### src/rtl/fetch_unit_if.sv
`default_nettype none
// ============================================================================
//  Module      : fetch_unit_if
//  Description : Handshake/bus bundle between the fetch stage, the
//                instruction ROM and the downstream decoder. The LUT write
//                port exists only when BRANCH_LUT_EN is defined.
//  Revision    : 1.0 - initial release
// ============================================================================
interface fetch_unit_if #(
    parameter int PC_W      = 10,
    parameter int INSTR_W   = 9,
    parameter int LUT_DEPTH = 16
);
    localparam int c_LUT_AW = (LUT_DEPTH > 1) ? $clog2(LUT_DEPTH) : 1;

    logic               Start;
    logic               Stall;
    logic               Branch_en;
    logic [PC_W-1:0]    Branch_target;
    logic               Halt_req;
    logic [PC_W-1:0]    Imem_addr;
    logic [INSTR_W-1:0] Imem_data;
    logic [INSTR_W-1:0] Instruction;
    logic               Instr_valid;
    logic [PC_W-1:0]    PC;
    logic               Done;
`ifdef BRANCH_LUT_EN
    logic               Lut_we;
    logic [c_LUT_AW-1:0] Lut_waddr;
    logic [PC_W-1:0]    Lut_wdata;

    // Environment side: decoder, sequencer and ROM
    modport master (
        output Start, Stall, Branch_en, Branch_target, Halt_req, Imem_data,
               Lut_we, Lut_waddr, Lut_wdata,
        input  Imem_addr, Instruction, Instr_valid, PC, Done
    );

    // Fetch unit side
    modport slave (
        input  Start, Stall, Branch_en, Branch_target, Halt_req, Imem_data,
               Lut_we, Lut_waddr, Lut_wdata,
        output Imem_addr, Instruction, Instr_valid, PC, Done
    );
`else
    // Environment side: decoder, sequencer and ROM
    modport master (
        output Start, Stall, Branch_en, Branch_target, Halt_req, Imem_data,
        input  Imem_addr, Instruction, Instr_valid, PC, Done
    );

    // Fetch unit side
    modport slave (
        input  Start, Stall, Branch_en, Branch_target, Halt_req, Imem_data,
        output Imem_addr, Instruction, Instr_valid, PC, Done
    );
`endif
endinterface
`default_nettype wire

### src/rtl/fetch_unit.sv
`default_nettype none
// ============================================================================
//  Module      : fetch_unit
//  Description : Program counter / instruction-fetch stage. Drives a
//                synchronous-read instruction ROM, presents one instruction
//                with its PC to the decoder, and handles start/halt
//                sequencing, stall hold and one-bubble branch squash.
//                Optional macro BRANCH_LUT_EN: branch targets come from a
//                reset-cleared, writable target LUT indexed by the low bits
//                of Branch_target.
//  Revision    : 1.0 - initial release
// ============================================================================
module fetch_unit #(
    parameter int PC_W       = 10,
    parameter int INSTR_W    = 9,
    parameter int START_ADDR = 0,
    parameter int LUT_DEPTH  = 16
) (
    input  wire logic   Clk,
    input  wire logic   Reset,
    fetch_unit_if.slave bus
);

    localparam int              c_LUT_AW = (LUT_DEPTH > 1) ? $clog2(LUT_DEPTH) : 1;
    localparam logic [PC_W-1:0] c_START  = PC_W'(START_ADDR);
    localparam logic [PC_W-1:0] c_ONE    = PC_W'(1);

    typedef enum logic [1:0] {
        S_IDLE = 2'd0,
        S_FILL = 2'd1,
        S_RUN  = 2'd2,
        S_HALT = 2'd3
    } state_t;

    state_t             r_state;
    state_t             w_state_nxt;
    logic [PC_W-1:0]    r_fpc;          // address currently on the ROM
    logic [PC_W-1:0]    w_fpc_nxt;
    logic [PC_W-1:0]    r_pc;           // address of the word now on Imem_data
    logic [PC_W-1:0]    w_pc_nxt;
    logic               r_squash;       // current word is the wrong-path fetch
    logic               w_squash_nxt;
    logic               r_hold;         // stall in progress, word captured
    logic [INSTR_W-1:0] r_hold_data;
    logic               w_valid;
    logic               w_take_halt;
    logic               w_take_branch;
    logic [PC_W-1:0]    w_target;

`ifdef BRANCH_LUT_EN
    logic [PC_W-1:0]    r_lut [LUT_DEPTH];
    logic               w_unused;

    // Target LUT: written by the environment, cleared on reset
    always_ff @(posedge Clk) begin
        if (Reset) begin
            for (int i = 0; i < LUT_DEPTH; i++) begin
                r_lut[i] <= '0;
            end
        end else if (bus.Lut_we) begin
            r_lut[bus.Lut_waddr] <= bus.Lut_wdata;
        end
    end

    // Read sees the pre-write contents, so a same-cycle write is not visible
    assign w_target = r_lut[bus.Branch_target[c_LUT_AW-1:0]];
    // Only the index bits of Branch_target matter here
    assign w_unused = &{1'b0, bus.Branch_target};
`else
    assign w_target = bus.Branch_target;
`endif

    // The ROM keeps reading FPC during a stall, so its data moves on;
    // the word under decode is captured on the first stalled cycle.
    always_ff @(posedge Clk) begin
        if (Reset) begin
            r_hold      <= 1'b0;
            r_hold_data <= '0;
        end else if ((r_state == S_RUN) && bus.Stall) begin
            if (!r_hold) begin
                r_hold      <= 1'b1;
                r_hold_data <= bus.Imem_data;
            end
        end else begin
            r_hold <= 1'b0;
        end
    end

    assign w_valid         = (r_state == S_RUN) && !r_squash;
    assign bus.Instr_valid = w_valid;
    assign bus.Instruction = w_valid ? (r_hold ? r_hold_data : bus.Imem_data) : '0;
    assign bus.Imem_addr   = r_fpc;
    assign bus.PC          = r_pc;
    assign bus.Done        = (r_state == S_HALT);

    // Halt has priority over a branch in the same cycle
    assign w_take_halt   = w_valid && !bus.Stall && bus.Halt_req;
    assign w_take_branch = w_valid && !bus.Stall && bus.Branch_en && !bus.Halt_req;

    // State and fetch-pointer registers
    always_ff @(posedge Clk) begin
        if (Reset) begin
            r_state  <= S_IDLE;
            r_fpc    <= c_START;
            r_pc     <= c_START;
            r_squash <= 1'b0;
        end else begin
            r_state  <= w_state_nxt;
            r_fpc    <= w_fpc_nxt;
            r_pc     <= w_pc_nxt;
            r_squash <= w_squash_nxt;
        end
    end

    // Next-state and fetch-pointer sequencing
    always_comb begin
        w_state_nxt  = r_state;
        w_fpc_nxt    = r_fpc;
        w_pc_nxt     = r_pc;
        w_squash_nxt = r_squash;
        case (r_state)
            S_IDLE: begin
                w_fpc_nxt    = c_START;
                w_pc_nxt     = c_START;
                w_squash_nxt = 1'b0;
                if (bus.Start) begin
                    w_state_nxt = S_FILL;
                end
            end
            S_FILL: begin
                if (!bus.Stall) begin
                    w_pc_nxt     = r_fpc;
                    w_fpc_nxt    = r_fpc + c_ONE;
                    w_squash_nxt = 1'b0;
                    w_state_nxt  = S_RUN;
                end
            end
            S_RUN: begin
                if (!bus.Stall) begin
                    if (w_take_halt) begin
                        w_state_nxt = S_HALT;
                    end else begin
                        w_pc_nxt     = r_fpc;
                        w_fpc_nxt    = w_take_branch ? w_target : (r_fpc + c_ONE);
                        w_squash_nxt = w_take_branch;
                    end
                end
            end
            S_HALT: begin
                if (bus.Start) begin
                    w_fpc_nxt   = c_START;
                    w_state_nxt = S_FILL;
                end
            end
            default: begin
                w_state_nxt = S_IDLE;
            end
        endcase
    end

endmodule
`default_nettype wire

### src/flat_wrapper.sv
// flat-port wrapper written by rule: the top's interface ports become plain ports
module fetch_unit_flat 
#(
    parameter int PC_W       = 10,
    parameter int INSTR_W    = 9,
    parameter int START_ADDR = 0,
    parameter int LUT_DEPTH  = 16
)
  (Clk, Reset, bus_Start, bus_Stall, bus_Branch_en, bus_Branch_target, bus_Halt_req, bus_Imem_data, bus_Imem_addr, bus_Instruction, bus_Instr_valid, bus_PC, bus_Done);
  fetch_unit_if #(.PC_W(PC_W), .INSTR_W(INSTR_W), .LUT_DEPTH(LUT_DEPTH)) bus_i ();
  input  wire logic Clk;
  input  wire logic Reset;
  input wire logic [$bits(bus_i.Start)-1:0] bus_Start;
  input wire logic [$bits(bus_i.Stall)-1:0] bus_Stall;
  input wire logic [$bits(bus_i.Branch_en)-1:0] bus_Branch_en;
  input wire logic [$bits(bus_i.Branch_target)-1:0] bus_Branch_target;
  input wire logic [$bits(bus_i.Halt_req)-1:0] bus_Halt_req;
  input wire logic [$bits(bus_i.Imem_data)-1:0] bus_Imem_data;
  output wire logic [$bits(bus_i.Imem_addr)-1:0] bus_Imem_addr;
  output wire logic [$bits(bus_i.Instruction)-1:0] bus_Instruction;
  output wire logic [$bits(bus_i.Instr_valid)-1:0] bus_Instr_valid;
  output wire logic [$bits(bus_i.PC)-1:0] bus_PC;
  output wire logic [$bits(bus_i.Done)-1:0] bus_Done;
  assign bus_i.Start = bus_Start;
  assign bus_i.Stall = bus_Stall;
  assign bus_i.Branch_en = bus_Branch_en;
  assign bus_i.Branch_target = bus_Branch_target;
  assign bus_i.Halt_req = bus_Halt_req;
  assign bus_i.Imem_data = bus_Imem_data;
  assign bus_Imem_addr = bus_i.Imem_addr;
  assign bus_Instruction = bus_i.Instruction;
  assign bus_Instr_valid = bus_i.Instr_valid;
  assign bus_PC = bus_i.PC;
  assign bus_Done = bus_i.Done;
  fetch_unit #(.PC_W(PC_W), .INSTR_W(INSTR_W), .START_ADDR(START_ADDR), .LUT_DEPTH(LUT_DEPTH)) u_core (.Clk(Clk), .Reset(Reset), .bus(bus_i));
endmodule
### config.mk
export PLATFORM = sky130hd
export DESIGN_NAME = fetch_unit_flat
export DESIGN_NICKNAME = d
export VERILOG_FILES = /design/src/rtl/fetch_unit_if.sv /design/src/rtl/fetch_unit.sv /design/src/flat_wrapper.sv
export SDC_FILE = /design/constraint.sdc
export NUM_CORES = 1
export LEC_CHECK = 0
export ABC_CLOCK_PERIOD_IN_PS = 1890
export BUFFER_PORTS_ARGS = -buffer_cell sky130_fd_sc_hd__buf_2
export CORE_AREA = 2 2 75 59
export DETAILED_ROUTE_END_ITERATION = 7
export DIE_AREA = 0 0 77 61
export PLACE_DENSITY = 0.73
export RECOVER_POWER = 100
export SYNTH_ARGS = -nofsm -noshare
export SYNTH_HDL_FRONTEND = slang
export SYNTH_SLANG_ARGS = --single-unit
### constraint.sdc
create_clock -name Clk -period 1.89 [get_ports Clk]
set_input_delay 0.2835 -clock Clk [delete_from_list [all_inputs] [get_ports Clk]]
set_output_delay 0.2835 -clock Clk [all_outputs]
set_load 0.005 [all_outputs]
# Word-level counts from Yosys, hierarchy flattened
# Index checks and enable logic that the tools add are counted.
# totals
elab_cells,53
input_bits,25
output_inout_bits,31
register_bits,33
# op_classes
n_mux,22
n_addsub,1
reduce_logical,15
eq_ne,9
# op_table
op,n
2-to-1 mux 10 bit,8
case mux 10 bit (4 select lines),1
case mux 10 bit (3 select lines),1
2-to-1 mux 9 bit,2
AND reduction 4 bit,3
adder 10 x 1 -> 10 bit (second input constant),1
2-to-1 mux 2 bit,4
inequality test 2 bit (second input constant),4
logical AND 1 bit,6
case mux 2 bit (3 select lines),1
equality test 2 bit (second input constant),2
2-to-1 mux 1 bit,4
inequality test 2 x 1 -> 1 bit (second input constant),2
logical NOT 1 bit,3
case mux 1 bit (3 select lines),1
nonzero test 3 bit,1
equality test 2 x 1 -> 1 bit (second input constant),1
logical NOT 2 bit,1
OR reduction 2 bit,1

# Logic depth before layout (Yosys ltp)
# logic_depth
word_depth,9
mapped_depth,7
depth_no_buf,6

# Least setup slack after synthesis
# OpenSTA, ideal clock, no wires.
# synth_timing
path_kind,register -> register
start,reg u_core.r_state[0]
end,"reg u_core.r_fpc[8], in the netlist u_core.bus.Imem_addr[8]"
t_arrival_ps,1718
stages_incl_launch_ff,8
slack_ps,97
required_ps,1816
setup_time_ps,74
path_buffers,1
period_less_slack_ps,1793
cell_sequence,dfxtp_1 inv_1 ha_1 o21a_1 or3_1 buf_2 nand4bb_1 a31oi_1
# synth_between
elab_chain_len,9
elab_cells_between_ends,18
cone_classes,7 x eq/ne; 4 x mux; 7 x reduce/logical
# synth_lines
item,line_no,rtl
"start, declared",fetch_unit.sv:35,state_t r_state;
"start signal, assigned",fetch_unit.sv:108,r_state <= w_state_nxt;
equality test 2 bit,"fetch_unit.sv:89, fetch_unit.sv:121",
logical AND 1 bit,fetch_unit.sv:89,assign w_valid = (r_state == S_RUN) && !r_squash;
logical AND 1 bit,"fetch_unit.sv:97, fetch_unit.sv:98",
logical AND 1 bit (2 in a row),fetch_unit.sv:98,assign w_take_branch = w_valid && !bus.Stall && bus.Branch_en && !bus.Halt_req;
2-to-1 mux 10 bit,fetch_unit.sv:144,w_fpc_nxt = w_take_branch ? w_target : (r_fpc + c_ONE);
2-to-1 mux 10 bit,fetch_unit.sv:140,if (w_take_halt) begin
2-to-1 mux 10 bit,fetch_unit.sv:139,if (!bus.Stall) begin
case mux 10 bit (4 select lines),fetch_unit.sv:121,case (r_state)
"end signal, assigned",fetch_unit.sv:104,r_fpc <= c_START;
"end signal, assigned",fetch_unit.sv:109,r_fpc <= w_fpc_nxt;
"end, declared",fetch_unit.sv:37,logic [PC_W-1:0] r_fpc;
# Several ways; a longest one is shown, not always the timed one. The select of a mux whose other input is x is not followed.
# A chain may end at the register's enable or synchronous reset.

# Worst setup path after layout
# layout_timing
start,reg u_core.r_state[0]
end,out bus_Instruction[1]
# layout_between
elab_chain_len,3
# layout_lines
item,line_no,rtl
equality test 2 bit,fetch_unit.sv:89,
logical AND 1 bit,fetch_unit.sv:89,
2-to-1 mux 9 bit,fetch_unit.sv:91,assign bus.Instruction = w_valid ? (r_hold ? r_hold_data : bus.Imem_data) : '0;
"end, declared",flat_wrapper.sv:20,output wire logic [$bits(bus_i.Instruction)-1:0] bus_Instruction;
# No other way between the ends.

==> impl_metrics.csv <==
group,metric,value,unit
status,status,"finished, final reports clean",
worst_setup_path,crit_chain,"inv_1, ha_2, buf_4, nand2b_4, clkbuf_2, nor2_1, clkbuf_1",
timing,setup_viol,0,
cts,cts_tree,"built",
worst_setup_path,endpoint_kind,"output pin",
detailed_routing,drt_iter0_drc,118,
global_routing,grt_max_degree,28,
placement,dp.cells,325,
pwr,power,2.54,mW
timing,post-route-period-util,94.5,%
pwr,vdd_drop_max,514,µV
timing,hold_viol,0,
global_routing,grt_pass1_vias,1546,
detailed_routing,post_drt_wl_per_cell,13.6,µm
pwr,seqPwrFrac,32.1,%
logic_synthesis,syn_inst,210,
finish,final_cells,334,
logic_synthesis,synth-seq-cells,33,
detailed_routing,final_antenna_net_count,0,
pwr,switching_share,36.5,%
detailed_routing,vias,1786,
die,start_util,43.4,%
worst_setup_path,critPathMaxFanout,5,
placement,gp_congestion,0.792,
detailed_routing,vias_per_cell,5.35,
detailed_routing,top_layer_used,"met4",
cts,cts_root_buffer,"clkbuf_8",
worst_setup_path,start_kind,"register",
logic_synthesis,ys_seq_area_share,38.5,%
cts,clock_sinks,33,
logic_synthesis,synth_area_leader_cell,"dfxtp_1",
logic_synthesis,syn-mean-instance-area,8.17,µm²
pwr,power_density,1130,nW/µm²
logic_synthesis,ys_warn_count,0,
worst_setup_path,cp_slowest_cell,"dfxtp_4",
logic_synthesis,yosys_most_used_dff,"dfxtp_1",
die,die_h,61,µm
timing,drv_slew,0,
die,fp.coreArea,3950,µm²
die,ios,56,
worst_setup_path,r2r_slack,110,ps
timing,finClkSkew,4.36,ps
cts,htreeDepth,2,
timing,timing.hold.ws,234,ps
die,die_x,77,µm
global_routing,antenna_found_initial,0,
logic_synthesis,yosysUniqueCellTypes,40,
pwr,p_int,1.61,mW
timing,maxSlewHeadroom,61.6,%
cts,ctsHoldBuffers,0,
detailed_routing,wl_met2,1970,µm
finish,post-route-util,57.0,%
placement,portBuffers,55,
cts,clkLatencyLatePin,290,ps
global_routing,grt.overflow.total,0,
logic_synthesis,synth_edf_count,0,
finish,drive_gt1_share,24.4,%
logic_synthesis,synth_area,1720,µm²
finish,area_delta_synth_final,31.4,%
timing,min_period,1790,ps
cts,clockBufferDepth,2,
job,max_cap_viol_count,0,
detailed_routing,drc,0,
cts,cts_buffers,5,
worst_setup_path,cp.buffers_inverters,4,
placement,place_worst_setup_slack,-37.9,ps
logic_synthesis,synth_top_area_share,38.5,%
worst_setup_path,cpPeakStageDelay,360,ps
cts,clkTransAtPathRegs,70,ps
detailed_routing,dr_wl_met3,337,µm
global_routing,grt_pass1_wl,7160,µm
logic_synthesis,ys_async_sr_fraction,0,%
finish,antenna_cells,0,
worst_setup_path,criticalPathCategory,"register to output pin",
hold_path,min_path_type,"primary input to register",
detailed_routing,wl_met1,2190,µm
timing,rsz0062_at_grt,"no",
placement,place_hpwl,3230,µm
detailed_routing,firstDrtPassIters,4,
die,rows,20,
pwr,power_frac_comb,41.3,%
worst_setup_path,worstPathArrival,1500,ps
die,die-area,4700,µm²
finish,final_nets,308,
worst_setup_path,crit_family,"buffers and inverters",
detailed_routing,drt_wl_total,4530,µm
pwr,power.leakage,0.866,nW
pwr,clkPwrFrac,26.6,%
logic_synthesis,syn-num-nets,240,
timing,fmax,560,MHz
worst_setup_path,required,1610,ps
timing,final.setup.worst_slack,104,ps
global_routing,grtUsageTotal,19.7,%
pwr,p_sw,0.928,mW
timing,worstMarginPinSlew,576,ps
logic_synthesis,netlist_top_cells_area,"dfxtp_1, nand2_1, a21oi_1",
==> final cells by class <==
cell class                 instances  area (µm²)
fill                             403        1700
multi-input combinational        159        1020
sequential                        33         666
timing repair buffer              72         359
clock buffer                       5        68.8
tap                               55        68.8
clock inverter                     3        46.3
inverter                           7        26.3
==> registers in the layout, summed over array words and instances (netlist names) <==
| signal | flops |
|---|---|
| u_core.r_hold_data | 9 |
| u_core.r_squash | 1 |
| u_core.bus.PC | 10 |
| u_core.bus.Imem_addr | 10 |
| u_core.r_state | 2 |
| u_core.r_hold | 1 |
==> per-stage QoR <==
| step | setup TNS [ps] | area, µm² |
|---|---|---|
| 5_1_grt | 0 | 2250 |
| 3_5_place_dp | -113 | 2130 |
| 2_1_floorplan | 0 | 1720 |
| 4_1_cts | 0 | 2260 |
| 6_report | 0 | 2250 |
| 3_3_place_gp | 0 | 2130 |
==> what timing repair did <==
item	CTS	global route
cloned	0	1
endpoints found under the setup margin	10	16
gates resized for setup	3	9
buffers inserted	0	0
==> cell families (layout without fill, tap and decap cells) <==
kind of cell	Yosys count	in the layout	share of synthesized area, %
multiplexers	9	9	5.25
buffers and inverters	18	87	4.52
adder cells (fa/ha/maj)	5	5	3.65
XOR/XNOR	2	2	1.02
AO/OA/AOI/OAI	56	56	21.8
AND/OR/NAND/NOR	87	87	25.2
flip-flops	33	33	38.5
==> synth_stat cells (4+ instances only) <==
master	instances
dfxtp_1	33
a22oi_1	6
o21a_1	5
a21oi_1	24
nand3b_1	7
clkbuf_1	8
nand2_1	36
nor2_1	15
ha_1	5
a211oi_1	4
inv_1	7
or3_1	5
nand3_1	4
mux2i_1	9
nor3_1	5
o2bb2ai_1	4
==> path summary, 6_finish.rpt <==
path,start,endpoint,cells past startpoint
setup / recovery,u_core.r_state[0],bus_Instruction[1],7
hold / removal,bus_Imem_data[7],u_core.r_hold_data[7],3
setup reg to reg,u_core.r_state[1],u_core.bus.PC[2],6
hold reg to reg,u_core.bus.PC[5],u_core.bus.PC[5],2
==> tightest hold or removal path, stage by stage <==
cell and delay, ps:
buf_2 100, nand2_1 50, a21oi_1 50
==> power groups by stage <==
stage / sequential, mW / combinational [mW] / clock [mW]
after floorplan: 0.805 / 0.639 / 0
after global placement: 0.819 / 0.973 / 0
after detailed placement: 0.821 / 0.981 / 0
after CTS: 0.808 / 1.01 / 0.692
after global routing: 0.826 / 1.17 / 0.716
final: 0.816 / 1.05 / 0.677
==> routing by layer <==
| layer | track usage [%] | vias up |
|---|---|---|
| met5 | 0 | - |
| met4 | 6.89 | 0 |
| met3 | 5.95 | 4 |
| met2 | 29.7 | 61 |
| met1 | 27.1 | 827 |
| li1 | - | 894 |
==> layout by cell type (no fill, tap or decap), types with 5 or more instances in the layout <==
cell type   n
clkbuf_8    5
nor3_1      5
buf_2      36
clkbuf_1   24
dfxtp_1    31
buf_4       9
a21oi_1    24
nor2_1     15
inv_1       7
nand3b_1    7
mux2i_1     9
nand2_1    36
a22oi_1     6
Power figures use the tool's default switching activity.
